[config.mk]
export PLATFORM = sky130hd
export DESIGN_NAME = uart_tx_fifo_flat
export DESIGN_NICKNAME = d
export VERILOG_FILES = /design/src/rtl/uart_tx_fifo_if.sv /design/src/rtl/uart_tx_fifo.sv /design/src/flat_wrapper.sv
export SDC_FILE = /design/constraint.sdc
export NUM_CORES = 1
export LEC_CHECK = 0
export ABC_CLOCK_PERIOD_IN_PS = 8020
export CAP_MARGIN = 15
export CORE_ASPECT_RATIO = 0.8
export CORE_MARGIN = 5
export CORE_UTILIZATION = 55
export CTS_BUF_LIST = sky130_fd_sc_hd__clkbuf_4 sky130_fd_sc_hd__clkbuf_8
export DETAILED_ROUTE_END_ITERATION = 12
export DONT_BUFFER_PORTS = 1
export GPL_TIMING_DRIVEN = 0
export HOLD_SLACK_MARGIN = 0.05
export PLACE_DENSITY_LB_ADDON = 0.15
export SETUP_SLACK_MARGIN = 0.15
export SYNTH_ARGS = -nofsm -noshare
export SYNTH_HDL_FRONTEND = slang
export SYNTH_SLANG_ARGS = --single-unit
[constraint.sdc]
create_clock -name clk -period 8.02 [get_ports clk]
set_input_delay 1.203 -clock clk [delete_from_list [all_inputs] [get_ports clk]]
set_output_delay 1.203 -clock clk [all_outputs]
set_load 0.005 [all_outputs]
[src/rtl/uart_tx_fifo_if.sv]
// Write-side handshake and status/serial outputs of the UART transmitter.
interface uart_tx_fifo_if #(
  parameter int DATA_BITS = 8
);
  logic                 wr_en;
  logic [DATA_BITS-1:0] wr_data;
  logic                 full;
  logic                 busy;
  logic                 done;
  logic                 overflow;
  logic                 txd;

  modport master (output wr_en, wr_data, input full, busy, done, overflow, txd);
  modport slave  (input wr_en, wr_data, output full, busy, done, overflow, txd);
endinterface

[src/rtl/uart_tx_fifo.sv]
// UART transmitter fed by a small word FIFO.
// The line register txd and the done pulse are both registered from the
// FSM's combinational view, so they lag the state by one cycle together.
// That keeps done aligned with the last cycle of the stop bit on the line.
module uart_tx_fifo #(
  parameter int CLK_DIV    = 869,
  parameter int DATA_BITS  = 8,
  parameter int PARITY     = 0,
  parameter int STOP_BITS  = 1,
  parameter int FIFO_DEPTH = 4
) (
  input  logic         clk,
  input  logic         rst,
  uart_tx_fifo_if.slave bus
);
  localparam int              AW        = $clog2(FIFO_DEPTH);
  localparam logic [AW:0]     DEPTH_C   = (AW+1)'(FIFO_DEPTH);
  localparam logic [15:0]     TMR_LAST  = 16'(CLK_DIV-1);
  localparam logic [2:0]      DATA_LAST = 3'(DATA_BITS-1);
  localparam logic [2:0]      STOP_LAST = 3'(STOP_BITS-1);
  localparam logic            ODD_PAR   = (PARITY == 1);

  typedef enum logic [2:0] {S_IDLE, S_START, S_DATA, S_PARITY, S_STOP} state_t;

  logic [DATA_BITS-1:0] r_mem [FIFO_DEPTH];
  logic [AW-1:0]        r_wptr, r_rptr;
  logic [AW:0]          r_count;
  logic                 r_ovf;
  state_t               r_state;
  logic [15:0]          r_tmr;
  logic [2:0]           r_bit;
  logic [DATA_BITS-1:0] r_shift;
  logic                 r_par;
  logic                 r_txd;
  logic                 r_done;

  logic                 w_full, w_nonempty, w_wr, w_tick, w_pop, w_txd, w_done;
  logic [DATA_BITS-1:0] w_head;
  state_t               w_next;

  assign w_full     = (r_count == DEPTH_C);
  assign w_nonempty = (r_count != '0);
  assign w_wr       = bus.wr_en & ~w_full;
  assign w_tick     = (r_tmr == TMR_LAST);
  assign w_head     = r_mem[r_rptr];

  // FIFO storage; contents need no reset because the pointers define validity
  always_ff @(posedge clk) begin
    if (w_wr) r_mem[r_wptr] <= bus.wr_data;
  end

  // FIFO pointers, occupancy and sticky overflow (a full FIFO drops even on a pop)
  always_ff @(posedge clk or posedge rst) begin
    if (rst) begin
      r_wptr  <= '0;
      r_rptr  <= '0;
      r_count <= '0;
      r_ovf   <= 1'b0;
    end else begin
      if (w_wr)  r_wptr <= r_wptr + AW'(1);
      if (w_pop) r_rptr <= r_rptr + AW'(1);
      if (w_wr && !w_pop)      r_count <= r_count + (AW+1)'(1);
      else if (!w_wr && w_pop) r_count <= r_count - (AW+1)'(1);
      if (bus.wr_en && w_full) r_ovf <= 1'b1;
    end
  end

  // FSM state register
  always_ff @(posedge clk or posedge rst) begin
    if (rst) r_state <= S_IDLE;
    else     r_state <= w_next;
  end

  // FSM next state, FIFO pop, line level and end-of-frame strobe
  always_comb begin
    w_next = r_state;
    w_pop  = 1'b0;
    w_txd  = 1'b1;
    w_done = 1'b0;
    case (r_state)
      S_IDLE: begin
        if (w_nonempty) begin
          w_pop  = 1'b1;
          w_next = S_START;
        end
      end
      S_START: begin
        w_txd = 1'b0;
        if (w_tick) w_next = S_DATA;
      end
      S_DATA: begin
        w_txd = r_shift[0];
        if (w_tick && r_bit == DATA_LAST) w_next = (PARITY != 0) ? S_PARITY : S_STOP;
      end
      S_PARITY: begin
        w_txd = r_par;
        if (w_tick) w_next = S_STOP;
      end
      S_STOP: begin
        if (w_tick && r_bit == STOP_LAST) begin
          w_done = 1'b1;
          // chain straight into the next frame when a word is waiting
          if (w_nonempty) begin
            w_pop  = 1'b1;
            w_next = S_START;
          end else begin
            w_next = S_IDLE;
          end
        end
      end
      default: w_next = S_IDLE;
    endcase
  end

  // bit timer, bit index, shift register and parity of the word in flight
  always_ff @(posedge clk or posedge rst) begin
    if (rst) begin
      r_tmr   <= '0;
      r_bit   <= '0;
      r_shift <= '0;
      r_par   <= 1'b0;
    end else begin
      if (r_state == S_IDLE || w_tick) r_tmr <= '0;
      else                             r_tmr <= r_tmr + 16'd1;
      if (w_tick) r_bit <= (w_next != r_state) ? 3'd0 : r_bit + 3'd1;
      if (w_pop) begin
        r_shift <= w_head;
        r_par   <= (^w_head) ^ ODD_PAR;
      end else if (r_state == S_DATA && w_tick) begin
        r_shift <= r_shift >> 1;
      end
    end
  end

  // registered line and done pulse
  always_ff @(posedge clk or posedge rst) begin
    if (rst) begin
      r_txd  <= 1'b1;
      r_done <= 1'b0;
    end else begin
      r_txd  <= w_txd;
      r_done <= w_done;
    end
  end

  assign bus.txd      = r_txd;
  assign bus.done     = r_done;
  assign bus.full     = w_full;
  assign bus.overflow = r_ovf;
  // done cycle still shows the last stop bit on the line, so stay busy through it
  assign bus.busy     = (r_state != S_IDLE) | w_nonempty | r_done;
endmodule

[src/flat_wrapper.sv]
// flat-port wrapper written by rule: the top's interface ports become plain ports
module uart_tx_fifo_flat 
#(
  parameter int CLK_DIV    = 869,
  parameter int DATA_BITS  = 8,
  parameter int PARITY     = 0,
  parameter int STOP_BITS  = 1,
  parameter int FIFO_DEPTH = 4
)
  (clk, rst, bus_wr_en, bus_wr_data, bus_full, bus_busy, bus_done, bus_overflow, bus_txd);
  uart_tx_fifo_if #(.DATA_BITS(DATA_BITS)) bus_i ();
  input  logic clk;
  input  logic rst;
  input wire logic [$bits(bus_i.wr_en)-1:0] bus_wr_en;
  input wire logic [$bits(bus_i.wr_data)-1:0] bus_wr_data;
  output wire logic [$bits(bus_i.full)-1:0] bus_full;
  output wire logic [$bits(bus_i.busy)-1:0] bus_busy;
  output wire logic [$bits(bus_i.done)-1:0] bus_done;
  output wire logic [$bits(bus_i.overflow)-1:0] bus_overflow;
  output wire logic [$bits(bus_i.txd)-1:0] bus_txd;
  assign bus_i.wr_en = bus_wr_en;
  assign bus_i.wr_data = bus_wr_data;
  assign bus_full = bus_i.full;
  assign bus_busy = bus_i.busy;
  assign bus_done = bus_i.done;
  assign bus_overflow = bus_i.overflow;
  assign bus_txd = bus_i.txd;
  uart_tx_fifo #(.CLK_DIV(CLK_DIV), .DATA_BITS(DATA_BITS), .PARITY(PARITY), .STOP_BITS(STOP_BITS), .FIFO_DEPTH(FIFO_DEPTH)) u_core (.clk(clk), .rst(rst), .bus(bus_i));
endmodule
Word-level counts from Yosys, hierarchy flattened

Memory sizes are Yosys's and may differ from the RTL's.
Cells that the tools add are included.

$add $sub $neg: 6
Equality and inequality tests: 8
Mux-type cells: 21
Bitwise operators: 4
Reduce and logical (&&, ||, !) cells: 16

Operators with widths:

| operator                | number |
|---|---|
| $mux W3                 | 8 |
| $add A16 B1 Y16 const B | 1 |
| $eq A16 B10 Y1 const B  | 1 |
| $mux W16                | 1 |
| $mux W8                 | 2 |
| $pmux W3 S5             | 1 |
| $eq A3 B3 Y1 const B    | 3 |
| $reduce_xor A8 Y1       | 1 |
| $mux W1                 | 7 |
| $add A3 B1 Y3 const B   | 2 |
| $eq A3 B2 Y1 const B    | 2 |
| $logic_and A1 B1 Y1     | 6 |
| $logic_not A3 Y1        | 2 |
| $reduce_bool A3 Y1      | 2 |
| $add A2 B1 Y2 const B   | 2 |
| $reduce_bool A2 Y1      | 2 |
| $eq A3 B1 Y1 const B    | 1 |
| $ne A3 B3 Y1            | 1 |
| $pmux W1 S3             | 1 |
| $sub A3 B1 Y3 const B   | 1 |
| $logic_not A1 Y1        | 2 |
| $or A1 B1 Y1            | 2 |
| $pmux W1 S2             | 1 |
| $and A1 B1 Y1           | 1 |
| other kinds (2)         | 2 |

Flip-flop bits (word level): 41
RAM bits: 32
Output and inout bits: 5
Logic and storage cells: 67
Memories kept: 1

Memories:

| name         | depth | bits a word | read ports | clocked after memory_dff | write ports | line               | source |
|---|---|---|---|---|---|---|---|
| u_core.r_mem | 4     | 8           | 1          | 0                        | 1           | uart_tx_fifo.sv:25 | `logic [DATA_BITS-1:0] r_mem [FIFO_DEPTH];` |

Longest topological paths before layout

Gate-level depths: netlist of the first run.

Depth in word-level cells: 7
Mapped depth: 13
Mapped depth without buffers: 12

Worst setup path after synthesis of the first run

No wires, ideal clock.

Path kind: in2reg
From: input bus_wr_en
To: register u_core.r_count[2]
Library setup time: 79 ps
Arrival: 2522 ps
Data required time: 7941 ps
Slack: 5419 ps
Stages on the path: 8
Path through: nor2b_1 > clkbuf_1 > ha_1 > inv_1 > fa_1 > xor2_1 > nor2_1 > xor2_1

Cells in the longest elaborated chain, start to end: 4
Elaborated cells between the ends (all ways): 6

RTL lines:

| what                         | line               | source |
|---|---|---|
| from (decl)                  | flat_wrapper.sv:14 | `input wire logic [$bits(bus_i.wr_en)-1:0] bus_wr_en;` |
| $and A1 B1 Y1 (*)            | uart_tx_fifo.sv:43 | `assign w_wr = bus.wr_en & ~w_full;` |
| named net u_core.w_wr        | uart_tx_fifo.sv:37 | `logic w_full, w_nonempty, w_wr, w_tick, w_pop, w_txd, w_done;` |
| $logic_not A1 Y1             | uart_tx_fifo.sv:63 | `else if (!w_wr && w_pop) r_count <= r_count - (AW+1)'(1);` |
| $logic_and A1 B1 Y1          | uart_tx_fifo.sv:63 |  |
| $reduce_bool A2 Y1 (no line) | n/a                |  |
| to (signal assigned)         | uart_tx_fifo.sv:62 | `if (w_wr && !w_pop) r_count <= r_count + (AW+1)'(1);` |
| to (signal assigned)         | uart_tx_fifo.sv:63 |  |
| to (decl)                    | uart_tx_fifo.sv:27 | `logic [AW:0] r_count;` |

Mark *: on every way through the listed nets, which the timed path passes. The rest lies on a longest branch.
A chain may end at the register's enable or synchronous reset.

Worst setup path after layout of the first run

From: register u_core.r_state[0]
To: output bus_busy

Cells in the longest elaborated chain, start to end: 3

RTL lines:

| what                      | line                | source |
|---|---|---|
| from (decl)               | uart_tx_fifo.sv:29  | `state_t r_state;` |
| from (signal assigned)    | uart_tx_fifo.sv:71  | `else r_state <= w_next;` |
| $reduce_bool A3 Y1        | uart_tx_fifo.sv:151 | `assign bus.busy = (r_state != S_IDLE) \| w_nonempty \| r_done;` |
| $or A1 B1 Y1 (2 in a row) | uart_tx_fifo.sv:151 |  |
| to (decl)                 | flat_wrapper.sv:17  | `output wire logic [$bits(bus_i.busy)-1:0] bus_busy;` |

Every way passes these cells.

==> results.sh, run 1 <==
export IMPL_synth_area_leaders="dfrtp_1 (30%), edfxtp_1 (29%), mux2_2 (5.4%), mux4_1 (4.7%), xnor2_1 (3.9%)"
export IMPL_io_buffers=0
export IMPL_grt_overflow_total=0
export IMPL_rsz0062_at_grt="false"
export IMPL_powerDensity_nw_per_um2=325
export IMPL_synth_area_um2=3360
export IMPL_cts_buffers=9
export IMPL_wl_per_cell_um=15.6
export IMPL_placed_cells=325
export IMPL_synth_enable_flop_cells=32
export IMPL_dp_hpwl_um=3580
export IMPL_slew_violations=0
export IMPL_synth_top_cell_by_area="dfrtp_1"
export IMPL_vias=1783
export IMPL_path_clk_slew_ps=80
export IMPL_grt_usage_pct=15.4
export IMPL_cts_tree="done"
export IMPL_min_path_cells=1
export IMPL_fp_row_count=25
export IMPL_area_growth_pct=9.04
export IMPL_initial_core_util_pct=56.9
export IMPL_fin_worst_skew_ps=3.30
export IMPL_arrival_ps=1730
export IMPL_fin_crit_sh_pct=36.6
export IMPL_first_iter_violations=53
export IMPL_clock_latency_ps=340
export IMPL_stdcell_count=341
export IMPL_relSlewSlack_pct=42.1
export IMPL_hold_class="reg -> reg"
export IMPL_setup_ws_ps=5090
export IMPL_postRouteAntennaNets=0
export IMPL_hold_viol=0
export IMPL_grt_first_pass_wirelength_um=9130
export IMPL_synth_ff_type="dfrtp_1"
export IMPL_min_from="u_core.r_count[2]"
export IMPL_grt_max_degree=42
export IMPL_worst_pin_slew_ps=867
export IMPL_status="finished, final reports clean"
export IMPL_vias_per_cell=5.23
export IMPL_synthesis_nets=266
export IMPL_die_w_um=97.4
export IMPL_worstReg2RegStart="u_core.r_tmr[0]"
export IMPL_postCtsSetupBuffers=0
export IMPL_hold_end="u_core.r_count[2]"
export IMPL_core_area_um2=5910
export IMPL_peakVddDrop_mv=0.187
export IMPL_synth_top_cell_area_share_pct=29.8
export IMPL_cts_sinks=73
export IMPL_final_layout_size_suffix_gt1_share_pct=16.9
export IMPL_critPathRequiredTime_ps=6820
export IMPL_pre_cts_ws_ps=5180
export IMPL_clockRootBuffer="clkbuf_8"
export IMPL_avgSynthCellArea_um2=13.8
export IMPL_syn_inst=244
export IMPL_critPathKind="reg -> out"
export IMPL_cap_viol_max_count=0
export IMPL_synth_cell_types=42
export IMPL_ctsHtreeMaxLevel=3
export IMPL_p_leak_nw=1.48
export IMPL_nNetsFinal=277
export IMPL_final_core_util_pct=62.0
export IMPL_crit_start="u_core.r_state[0]"
export IMPL_reg2reg_to="u_core.r_count[1]"
export IMPL_fin_crit_ps=2930
export IMPL_io_pins=16
export IMPL_end_kind="output port"
export IMPL_async_flop_share_pct=56.2
export IMPL_reg2reg_depth=11
export IMPL_yosysSeqAreaShare_pct=59.1
export IMPL_die_height_um=79.9
export IMPL_setup_viol_count_final=0
export IMPL_tns_ps=0
export IMPL_die_area_um2=7790
export IMPL_cts_resized_gates=0
export IMPL_synth_seq_cells=73
export IMPL_cp_max_fo=10
export IMPL_cts_path_max_buffers=2
export IMPL_drcViolationCount=0
export IMPL_finalWeightedCongestion=0.760
export IMPL_r2r_setup_slack_ps=5180
export IMPL_cp_start_kind="register"
export IMPL_synth_most_common_cell="dfrtp_1"
export IMPL_antenna_diode_count=0
export IMPL_antenna_found_initial=0
export IMPL_drt_wl_total_um=5320
export IMPL_grt_pass1_vias=1827
export IMPL_synth_commonest_cells="dfrtp_1 (40), edfxtp_1 (32), nor2_1 (22)"
export IMPL_drtPass1Iterations=4
export IMPL_synth_warnings=0
export IMPL_max_freq_mhz=341
export IMPL_postCtsHoldBufs=0
## cells in the final DEF (no fill, tap or decap), types with 2 or more instances in the layout
cell | Yosys | final
mux4_1 | 6 | 6
nor3b_1 | 2 | 2
mux2_2 | 16 | 16
and2_1 | 5 | 5
dfrtp_1 | 40 | 40
nor2_1 | 22 | 22
nand3_1 | 8 | 8
xor2_1 | 12 | 12
a22o_1 | 3 | 3
or3_1 | 4 | 4
clkinvlp_4 | 0 | 3
and4_1 | 2 | 2
o21ai_0 | 4 | 4
clkbuf_1 | 5 | 5
nor3_1 | 3 | 3
nand2_1 | 12 | 12
nor2b_1 | 3 | 3
edfxtp_1 | 32 | 32
nand2b_1 | 4 | 4
inv_1 | 9 | 8
ha_1 | 10 | 10
mux4_2 | 2 | 2
inv_6 | 0 | 2
a21oi_1 | 2 | 2
and3_1 | 4 | 4
nor4_1 | 2 | 2
xnor2_1 | 15 | 15
clkbuf_8 | 1 | 10
## critical path, cell delays in order (launching register included)
cell,delay (ps)
dfrtp_1,380
clkbuf_1,240
or3_1,410
or3_1,350
## routing by layer
layer	global-route usage, %	share of wire, %	vias up
met3	6.03	4.2	5
met1	21.0	50	870
met2	22.6	45	19
met4	5.39	1.1	0
met5	0	0	-
li1	-	-	889
## state kept, by name, indices dropped and copies added, names as in the netlist
register             flops
u_core.r_state           3
u_core.r_shift           8
u_core.r_par             1
u_core.r_mem            32
u_core.r_count           3
u_core.bus.txd           1
u_core.bus.overflow      1
u_core.r_tmr            16
u_core.bus.done          1
u_core.r_wptr            2
u_core.r_bit             3
u_core.r_rptr            2
## area by class of cell
type	count	area, µm²
plain buffers	8	48.8
clock buffers	9	124
clock inverters	7	78.8
fillers	452	2240
inverters	9	33.8
multi-input cells	154	1290
flip-flops and latches	73	1990
well taps	81	101
## through the flow
| stage | area [µm²] | total power, mW | hold WS, ps |
|---|---|---|---|
| final | 3670 | 1.19 | 488 |
| after global routing | 3670 | 1.27 | 535 |
| after CTS | 3670 | 1.20 | 490 |
| after detailed placement | 3460 | 0.913 | 475 |
| after global placement | 3460 | 0.906 | 472 |
| after floorplan | 3360 | 0.841 | 449 |
## cells by family (layout without fill, tap and decap cells)
kind of cell / Yosys count / after routing / share of synthesized area (%)
AO/OA/AOI/OAI: 14 / 14 / 2.83
XOR/XNOR: 27 / 27 / 7.03
adder cells (fa/ha/maj): 11 / 11 / 4.32
buffers and inverters: 17 / 33 / 2.46
flip-flops: 73 / 73 / 59.1
multiplexers: 26 / 26 / 12.0
AND/OR/NAND/NOR: 76 / 76 / 12.2
## where the power goes
group / internal [mW] / switching [mW] / total [mW] / leakage (nW)
Combinational: 0.191 / 0.166 / 0.357 / 0.583
Clock: 0.146 / 0.143 / 0.289 / 0.0925
Sequential: 0.489 / 0.0550 / 0.544 / 0.807
## worst max-delay path by stage
stage                         to  slack [ps]  cells past startpoint
2_1_floorplan  u_core.r_count[2]        5420                      8
3_3_place_gp   u_core.r_count[1]        5180                     11
5_1_grt        u_core.r_count[1]        4980                     11
4_1_cts                 bus_busy        5070                      3
6_report                bus_busy        5090                      3
3_5_place_dp   u_core.r_count[1]        5180                     11
Note: power is estimated with default switching activity, not from simulation.
==> run 2, diff against run 1 <==
--- a/config.mk
+++ b/config.mk
@@ -5,7 +5,7 @@
 export SDC_FILE = /design/constraint.sdc
 export NUM_CORES = 1
 export LEC_CHECK = 0
-export ABC_CLOCK_PERIOD_IN_PS = 8020
+export ABC_CLOCK_PERIOD_IN_PS = 2400
 export CAP_MARGIN = 15
 export CORE_ASPECT_RATIO = 0.8
 export CORE_MARGIN = 5
==> constraint.sdc (replaced) <==
create_clock -name clk -period 2.4 [get_ports clk]
set_input_delay 0.36 -clock clk [delete_from_list [all_inputs] [get_ports clk]]
set_output_delay 0.36 -clock clk [all_outputs]
set_load 0.005 [all_outputs]
==> run 2 against run 1 <==
Final area up 6.9%. Sequential cell count did not move. Register-to-register slack lost 5100 ps. Worst setup slack got worse by 5000 ps. Combinational power rose to 3.8 times the previous value. Clock skew rose by 6.6 ps. Global-route usage grew 1.1 points. Cell count increased by 4.7%. Non-clock buffer count up 16. Wire length up 6.7%. Critical path type is now reg -> reg.
==> results.sh, run 2 (synthesized netlist as in run 1, its figures left out) <==
export IMPL_pre_cts_ws_ps=-186
export IMPL_rsz0062_at_grt="true"
export IMPL_switching_share_pct=29.0
export IMPL_reg_top3="u_core.r_mem: 32 flops, u_core.r_tmr: 16 flops, u_core.r_shift: 8 flops"
export IMPL_antenna_found_initial=0
export IMPL_area_growth_pct=16.6
export IMPL_p_sw_mw=1.26
export IMPL_p_leak_nw=1.62
export IMPL_p_comb_share_pct=31.5
export IMPL_cts_sinks=73
export IMPL_p_clk_share_pct=26.7
export IMPL_vias_per_cell=5.29
export IMPL_critPathRequiredTime_ps=2640
export IMPL_grt_overflow_total=0
export IMPL_cts_buffers=9
export IMPL_stdcell_count=357
export IMPL_clock_latency_ps=350
export IMPL_grt_pass1_vias=1970
export IMPL_reg2reg_to="u_core.r_count[1]"
export IMPL_layout_common_cells="dfrtp_1 (40), edfxtp_1 (32), nor2_1 (22)"
export IMPL_nNetsFinal=293
export IMPL_path_buf_inv=3
export IMPL_cts_path_max_buffers=2
export IMPL_postRouteAntennaNets=0
export IMPL_cap_viol_max_count=0
export IMPL_drtPass1Iterations=4
export IMPL_end_kind="register"
export IMPL_reg2reg_depth=11
export IMPL_initial_core_util_pct=56.9
export IMPL_critPathKind="reg -> reg"
export IMPL_path_delay_family="adder cells"
export IMPL_max_freq_mhz=428
export IMPL_final_common_cell="dfrtp_1"
export IMPL_cp_cell_sequence="inv_1, ha_2, nor4b_4, nand4_4, o21ai_4, nand2_2, buf_6, ha_4, inv_2, fa_1, mux2_2"
export IMPL_grt_max_degree=42
export IMPL_r2r_setup_slack_ps=60
export IMPL_finalWeightedCongestion=0.785
export IMPL_cp_start_kind="register"
export IMPL_vias=1888
export IMPL_powerDensity_nw_per_um2=1100
export IMPL_io_buffers=0
export IMPL_first_iter_violations=67
export IMPL_worst_path_max_delay_cell="dfrtp_1"
export IMPL_regMostFlops="u_core.r_mem"
export IMPL_fin_crit_sh_pct=97.3
export IMPL_wl_per_cell_um=15.9
export IMPL_fillers=424
export IMPL_fp_row_count=25
export IMPL_worstReg2RegStart="u_core.r_tmr[1]"
export IMPL_final_layout_size_suffix_gt1_share_pct=25.4
export IMPL_relSlewSlack_pct=41.7
export IMPL_status="finished, final reports clean"
export IMPL_hold_class="in -> async"
export IMPL_die_height_um=79.9
export IMPL_dp_hpwl_um=3700
export IMPL_path_clk_slew_ps=80
export IMPL_setup_ws_ps=64.8
export IMPL_hold_viol=0
export IMPL_internal_power_mw=3.07
export IMPL_largest_register_ffs=32
export IMPL_core_area_um2=5910
export IMPL_slew_violations=0
export IMPL_antenna_diode_count=0
export IMPL_ctsHtreeMaxLevel=3
export IMPL_drcViolationCount=0
export IMPL_crit_path_max_incr_delay_ps=390
export IMPL_drt_wl_total_um=5680
export IMPL_worst_pin_slew_ps=874
export IMPL_setup_viol_count_final=0
export IMPL_placed_cells=325
export IMPL_io_pins=16
export IMPL_seq_power_share_pct=41.7
export IMPL_hold_slack_ps=66.2
export IMPL_grt_first_pass_wirelength_um=9690
export IMPL_cp_max_fo=2
export IMPL_cts_tree="done"
export IMPL_final_core_util_pct=66.3
export IMPL_peakVddDrop_mv=0.635
export IMPL_fin_worst_skew_ps=9.90
export IMPL_clockRootBuffer="clkbuf_8"
export IMPL_die_area_um2=7790
export IMPL_die_w_um=97.4
export IMPL_fin_crit_ps=2340
export IMPL_grt_usage_pct=16.5
export IMPL_arrival_ps=2570
run 2: cell types whose count changed in the layout (fill, tap and decap cells not counted), moves of 2 or more:
cell	change
ha_1	-2
clkbuf_1	-2
clkbuf_2	+2
clkinv_2	+2
clkinvlp_4	-3
bufinv_16	+2
buf_4	+14
buf_6	+2
nor4b_4	+2
run 2: layout make-up:
| class | instances | area [µm²] | area share, % |
|---|---|---|---|
| inverters | 9 | 33.8 | 0.862 |
| flip-flops and latches | 73 | 1990 | 50.7 |
| repair buffers | 16 | 136 | 3.48 |
| plain buffers | 8 | 57.6 | 1.47 |
| well taps | 81 | 101 | 2.59 |
| clock inverters | 7 | 118 | 3.00 |
| multi-input cells | 154 | 1360 | 34.7 |
| clock buffers | 9 | 124 | 3.16 |
run 2: how the worst max path moves through the flow:
| stage | from | to | cells past startpoint |
|---|---|---|---|
| 3_3_place_gp | u_core.r_tmr[0] | u_core.r_count[1] | 11 |
| 3_5_place_dp | u_core.r_tmr[0] | u_core.r_count[1] | 11 |
| 5_1_grt | u_core.r_tmr[0] | u_core.r_count[1] | 11 |
| 2_1_floorplan | u_core.r_tmr[0] | u_core.r_count[1] | 11 |
| 6_report | u_core.r_tmr[1] | u_core.r_count[1] | 11 |
| 4_1_cts | u_core.r_tmr[1] | u_core.r_count[1] | 11 |
run 2: power by group through the flow:
| stage | Clock [mW] | Sequential [mW] | Combinational [mW] |
|---|---|---|---|
| 4_1_cts | 1.17 | 1.81 | 1.38 |
| 5_1_grt | 1.24 | 1.85 | 1.52 |
| 2_1_floorplan | 0 | 1.80 | 1.04 |
| 3_3_place_gp | 0 | 1.84 | 1.23 |
| 3_5_place_dp | 0 | 1.85 | 1.26 |
| 6_report | 1.16 | 1.81 | 1.37 |
run 2: layer usage:
layer | track usage [%] | share of wire (%) | routed length [µm]
met1 | 22.7 | 50 | 2820
met3 | 6.46 | 4.5 | 258
met5 | 0 | 0 | 0
met4 | 5.95 | 1.8 | 101
met2 | 24.0 | 44 | 2490
run 2: timing repair:
item / 4_1_cts / 5_1_grt
resized for setup: 7 / 5
buffers inserted: 15 / 1
pin swaps: 8 / 1
setup endpoints to repair: 9 / 5
hold buffers: 0 / 0
run 2: metrics by stage:
stage	total power, mW	setup TNS [ps]	instance area [µm²]
floorplan	2.84	0	3400
global placement	3.07	-215	3500
detailed placement	3.11	-224	3500
CTS	4.36	0	3900
global route	4.61	-65.9	3920
finish	4.33	0	3920
run 2: worst reg2reg max path, cell delays in order (launching register included):
cell	delay (ps)
dfrtp_1	390
inv_1	60
ha_2	160
nor4b_4	230
nand4_4	150
o21ai_4	160
nand2_2	70
buf_6	130
ha_4	160
inv_2	50
fa_1	390
mux2_2	270
==> RTL change 1 (config.mk and constraints of run 2) <==
`PARITY` is set to 0 in 2 places; all go to 1.
--- a/src/rtl/uart_tx_fifo.sv
+++ b/src/rtl/uart_tx_fifo.sv
@@ -5,7 +5,7 @@
 module uart_tx_fifo #(
   parameter int CLK_DIV    = 869,
   parameter int DATA_BITS  = 8,
-  parameter int PARITY     = 0,
+  parameter int PARITY     = 1,
   parameter int STOP_BITS  = 1,
   parameter int FIFO_DEPTH = 4
 ) (
--- a/src/flat_wrapper.sv
+++ b/src/flat_wrapper.sv
@@ -3,7 +3,7 @@
 #(
   parameter int CLK_DIV    = 869,
   parameter int DATA_BITS  = 8,
-  parameter int PARITY     = 0,
+  parameter int PARITY     = 1,
   parameter int STOP_BITS  = 1,
   parameter int FIFO_DEPTH = 4
 )
Function: no difference found for any inputs over 10 cycles, from zero or initial values and one cycle with rst high; that may be too few to reach the edited logic, so the function may still have changed.
==> RTL change 1 against run 2 <==
Routed wire length up 4.8%; cell area down 1.1%; setup slack better by 0.049 ns; critical path depth unchanged; maximum frequency up 2.1%; via count up 4.9%; area after synthesis up 1.2%; total power down 6.1%; sequential share of layout area up 0.62 points; clock power down 19%; sequential cell count unchanged; largest power group unchanged.
==> RTL change 1: results (changes against run 2) <==
Outcome
  – Result of the run: finished clean

Finish
  – Fin cells: 367 (+2.8%)
  – Layout cell share with drive strength beyond 1: 21.3% (-4.0 points)
  – Final-stage net count: 303 (+3.4%)
  – Diodes inserted: 0 (unchanged)
  – Biggest regs: u_core.r_mem: 32 flops, u_core.r_tmr: 16 flops, u_core.r_shift: 8 flops

Pwr
  – Leak pwr: 0.00155 uW (-4.0%)
  – Peak supply drop: 0.000581 V (-8.5%)

Yosys
  – YS warnings: 0 (unchanged)
  – Syn Area/Cell: 13.5 sq um (-2.4%)
  – Most common library cells after synthesis: dfrtp_1, edfxtp_1, nor2_1, xnor2_1, nand2_1
  – Ys async rst share: 56.2% (unchanged)
  – Post-synthesis adder-cell area fraction: 4.26% (-0.051 points)
  – Synth Area in XOR/XNOR: 6.43% (-0.60 points)
  – Largest cells by area after synthesis: dfrtp_1, edfxtp_1, mux4_2
  – Mux cell area share after synthesis: 9.60% (-2.4 points)
  – Compound-Gate Fraction of Synth Area: 4.12% (+1.3 points)
  – Seq/Total Area, Yosys: 58.4% (-0.70 points)
  – Mapped Nets: 275 (+3.4%)
  – Synth cell types: 46 (+9.5%)

GRT
  – Largest net degree at the start of global routing: 42 (unchanged)
  – Initial antenna violation count: 0 (unchanged)
  – Gr usage total: 16.9% (+0.36 points)
  – First-pass GRT wire length: 10.1 mm (+4.3%)
  – Vias in the first global route: 1983 (+0.66%)

Detailed routing
  – Drc violations: 0 (unchanged)
  – Wirelength per Cell: 16.2 microns (+2.0%)
  – Via density: 5.40 (+2.0%)
  – Initial drt markers: 90 (+34%)
  – Post-DRT Antenna Nets: 0 (unchanged)

Worst hold path
  – Min-Delay Path Class: in2async

Placement
  – Final Wtd Congestion: 0.776 (-1.2%)
  – Dpl hpwl: 3.91 mm (+5.6%)
  – Placed cells: 334 (+2.8%)
  – Buffers added on ports: 0 (unchanged)
  – Dpl ws: -0.179 ns (+0.00711 ns)

Clocking
  – CTS Buf Count: 9 (unchanged)
  – Worst-Skew Late Latency: 0.35 ns (about the same)
  – Clk buf depth: 2 (unchanged)

Critical path
  – Worst path arrival time: 2.52 ns (-0.05 ns)
  – Worst path slowest cell: fa_2
  – Crit path largest cell delay: 0.41 ns (+0.02 ns)
  – CP delay by family, top: adder cells

STA
  – Fin Clk Skew: 0.00996 ns (+0.0000596 ns)
  – Worst slew pin tran: 0.877 ns (+0.00283 ns)
==> RTL change 1: metrics by stage <==
stage	util (%)	cell area (sq um)
floorplan	-	3430
global placement	59.1	3530
detailed placement	59.1	3530
CTS	63.7	3810
global route	64.9	3870
finish	64.9	3870
==> RTL change 1: logic make-up (layout without fill, tap and decap cells) <==
group / Yosys count / in the layout
muxes: 21 / 21
buffers and inverters: 19 / 52
DFF: 73 / 73
AOI/OAI and AO/OA: 22 / 22
xor gates and xnor gates: 25 / 25
adders and majority gates: 11 / 11
and+or+nand+nor: 82 / 82
==> RTL change 1: worst paths after layout <==
check	start	endpoint	slack (ns)	cells past startpoint
min in group clk	bus_wr_data[3]	u_core.r_mem[0][3]	0.10	0
max in group asynchronous	rst	u_core.r_tmr[12]	1.72	1
max	u_core.r_tmr[1]	u_core.r_count[1]	0.11	11
min	rst	u_core.r_wptr[1]	0.06	1
min reg2reg	u_core.bus.overflow	u_core.bus.overflow	0.49	1
max reg2reg	u_core.r_tmr[1]	u_core.r_count[1]	0.11	11
==> RTL change 1: area by class of cell <==
cell class	instances	area [sq um]
fill	444	2100
sequential	73	1990
multi-input combinational	161	1380
clock buffer	10	131
timing repair buffer	17	128
tap	81	101
clock inverter	6	58.8
inverter	12	45.0
buffer	7	42.5
==> RTL change 1: power by group <==
part	switching [uW]	internal [uW]	leakage, uW
combinational	606	689	0.000652
sequential	200	1630	0.000809
clock	458	485	0.0000948
total	1260	2800	0.00155
==> RTL change 1: repair_timing <==
item | CTS | global route
pin swaps | 5 | 5
setup buffers | 11 | 6
resized for setup | 3 | 4
cloned | 0 | 0
endpoints found under the setup margin | 7 | 7
==> RTL change 1: worst register-to-register path: stages, from the launching register on <==
cell,delay (ns)
dfrtp_1,0.39
inv_1,0.06
ha_1,0.13
nor4b_4,0.19
and4_1,0.22
buf_6,0.11
a21o_4,0.14
nand2_8,0.06
ha_4,0.18
inv_2,0.05
fa_2,0.41
mux2_2,0.27
==> RTL change 1: metal layers <==
metal	global-route usage, %	vias up	wire length, microns
li1	-	959	-
met1	24.1	967	3020
met2	23.9	42	2550
met3	6.42	12	272
met4	5.39	0	112
met5	0	-	0
==> RTL change 2 (config.mk and constraints of run 2) <==
Made on the original files. The 5 states of `state_t` get a one-hot encoding in 5 bits.
--- a/src/rtl/uart_tx_fifo.sv
+++ b/src/rtl/uart_tx_fifo.sv
@@ -20,7 +20,7 @@
   localparam logic [2:0]      STOP_LAST = 3'(STOP_BITS-1);
   localparam logic            ODD_PAR   = (PARITY == 1);
 
-  typedef enum logic [2:0] {S_IDLE, S_START, S_DATA, S_PARITY, S_STOP} state_t;
+  typedef enum logic [4:0] {S_IDLE = 5'b00001, S_START = 5'b00010, S_DATA = 5'b00100, S_PARITY = 5'b01000, S_STOP = 5'b10000} state_t;
 
   logic [DATA_BITS-1:0] r_mem [FIFO_DEPTH];
   logic [AW-1:0]        r_wptr, r_rptr;
Formal check against the unedited RTL: same outputs for any inputs over 10 cycles, from zero or initial values and one cycle with rst high; not proved beyond that.
==> RTL change 2 against run 2 <==
The run now ends with negative setup slack left; total power grew 1.5%; critical path depth grew 1; non-clock buffer count shrank 7; area after synthesis grew 3.1%; routed wire length grew 1.3%; setup slack lost 0.099 ns; combinational power grew 23%; core utilization shrank 1.8 points; cell area shrank 1.2%; hold slack gained 0.038 ns; sequential cell count grew 2; global-route usage is essentially flat; largest cell class unchanged.
==> RTL change 2: results (changes against run 2) <==
Placement
  – Post-DP Area: 3610 sq um (+3.2%)
  – Dpl hpwl: 3.98 mm (+7.7%)

Pwr
  – Power share of the sequential group: 42.3% (+0.6 points)
  – Net Switching: 1490 uW (+19%)
  – Peak supply drop: 0.000588 V (-7.4%)
  – Clk pwr: 854 uW (-26%)
  – Leak pwr: 0.00155 uW (-4.6%)

GRT
  – Gr usage total: 16.5% (-0.032 points)
  – Met3 Use GR: 5.92% (-0.54 points)
  – Vias in the first global route: 2137 (+8.5%)
  – Largest net degree at the start of global routing: 36 (-14%)
  – First-pass GRT wire length: 10.1 mm (+4.3%)

Detailed routing
  – Drt total wl: 5.75 mm (+1.3%)
  – Initial drt markers: 72 (+7.5%)
  – Metal3 WL: 267 microns (+3.5%)

Critical path
  – Worst path arrival time: 2.66 ns (+0.09 ns)
  – R2R depth: 12 (+1)

STA
  – Final number of setup-violating endpoints: 1 (+1)
  – Post-route setup slack: -0.0343 ns (-0.0991 ns)
  – Min Hold Slack: 0.105 ns (+0.0383 ns)

Yosys
  – Ys async rst share: 57.3% (+1.2 points)
  – Most common library cells after synthesis: dfrtp_1, edfxtp_1, nor2_1, nand2_1, xnor2_1
  – Largest cells by area after synthesis: dfrtp_1, edfxtp_1, mux4_2
  – Synth cell types: 47 (+12%)

Outcome
  – Failing checks: negative setup slack
  – Result of the run: complete, but fails checks

Finish
  – Final-stage net count: 311 (+6.1%)

Worst hold path
  – Min-Delay Path Class: in2reg
## RTL change 2: cell count changes in the layout (fill, tap and decap cells not counted), sizes merged, moves of 3 or more
| cell | change |
|---|---|
| inv | +7 |
| a21oi | +4 |
| mux2i | +4 |
| buf | -8 |
| o21ai | +7 |
| mux2 | -15 |
| nand2 | +3 |
| bufinv | -3 |
| nand3 | +5 |
## RTL change 2: what timing repair did
item                                   in CTS  in global routing
pin swaps                                   2                  2
setup endpoints to repair                   2                  2
resized for setup                           6                  2
cloned                                      0                  0
endpoints found under the hold margin       8                  0
setup buffers                               6                  0
hold buffers                                1                  0
## RTL change 2: logic make-up (layout without fill, tap and decap cells)
kind of cell | after synthesis | in the layout | synth area share, %
AO/OA/AOI/OAI | 34 | 34 | 6.50
AND/OR/NAND/NOR | 86 | 86 | 14.1
buffers and inverters | 24 | 48 | 2.78
adder cells (fa/ha/maj) | 11 | 11 | 4.19
multiplexers | 15 | 15 | 7.29
flip-flops | 75 | 75 | 58.8
XOR/XNOR | 25 | 25 | 6.32
## RTL change 2: cell type report
type	count	area (sq um)
fillers	465	2130
flip-flops and latches	75	2040
multi-input cells	171	1370
clock buffers	9	124
well taps	81	101
repair buffers	8	75.1
inverters	15	58.8
clock inverters	7	52.6
plain buffers	9	50.0
## RTL change 2: through the flow
step	util (%)	TNS [ns]	cells	power, uW	setup WS, ns
6_report	64.5	-0.0343	375	4390	-0.0343
2_1_floorplan	-	-0.0787	270	3160	-0.0787
4_1_cts	64.4	-0.0695	375	4440	-0.0695
3_3_place_gp	59.8	-0.449	351	3430	-0.297
5_1_grt	64.5	-0.230	375	4740	-0.188
3_5_place_dp	60.1	-0.492	352	3480	-0.314
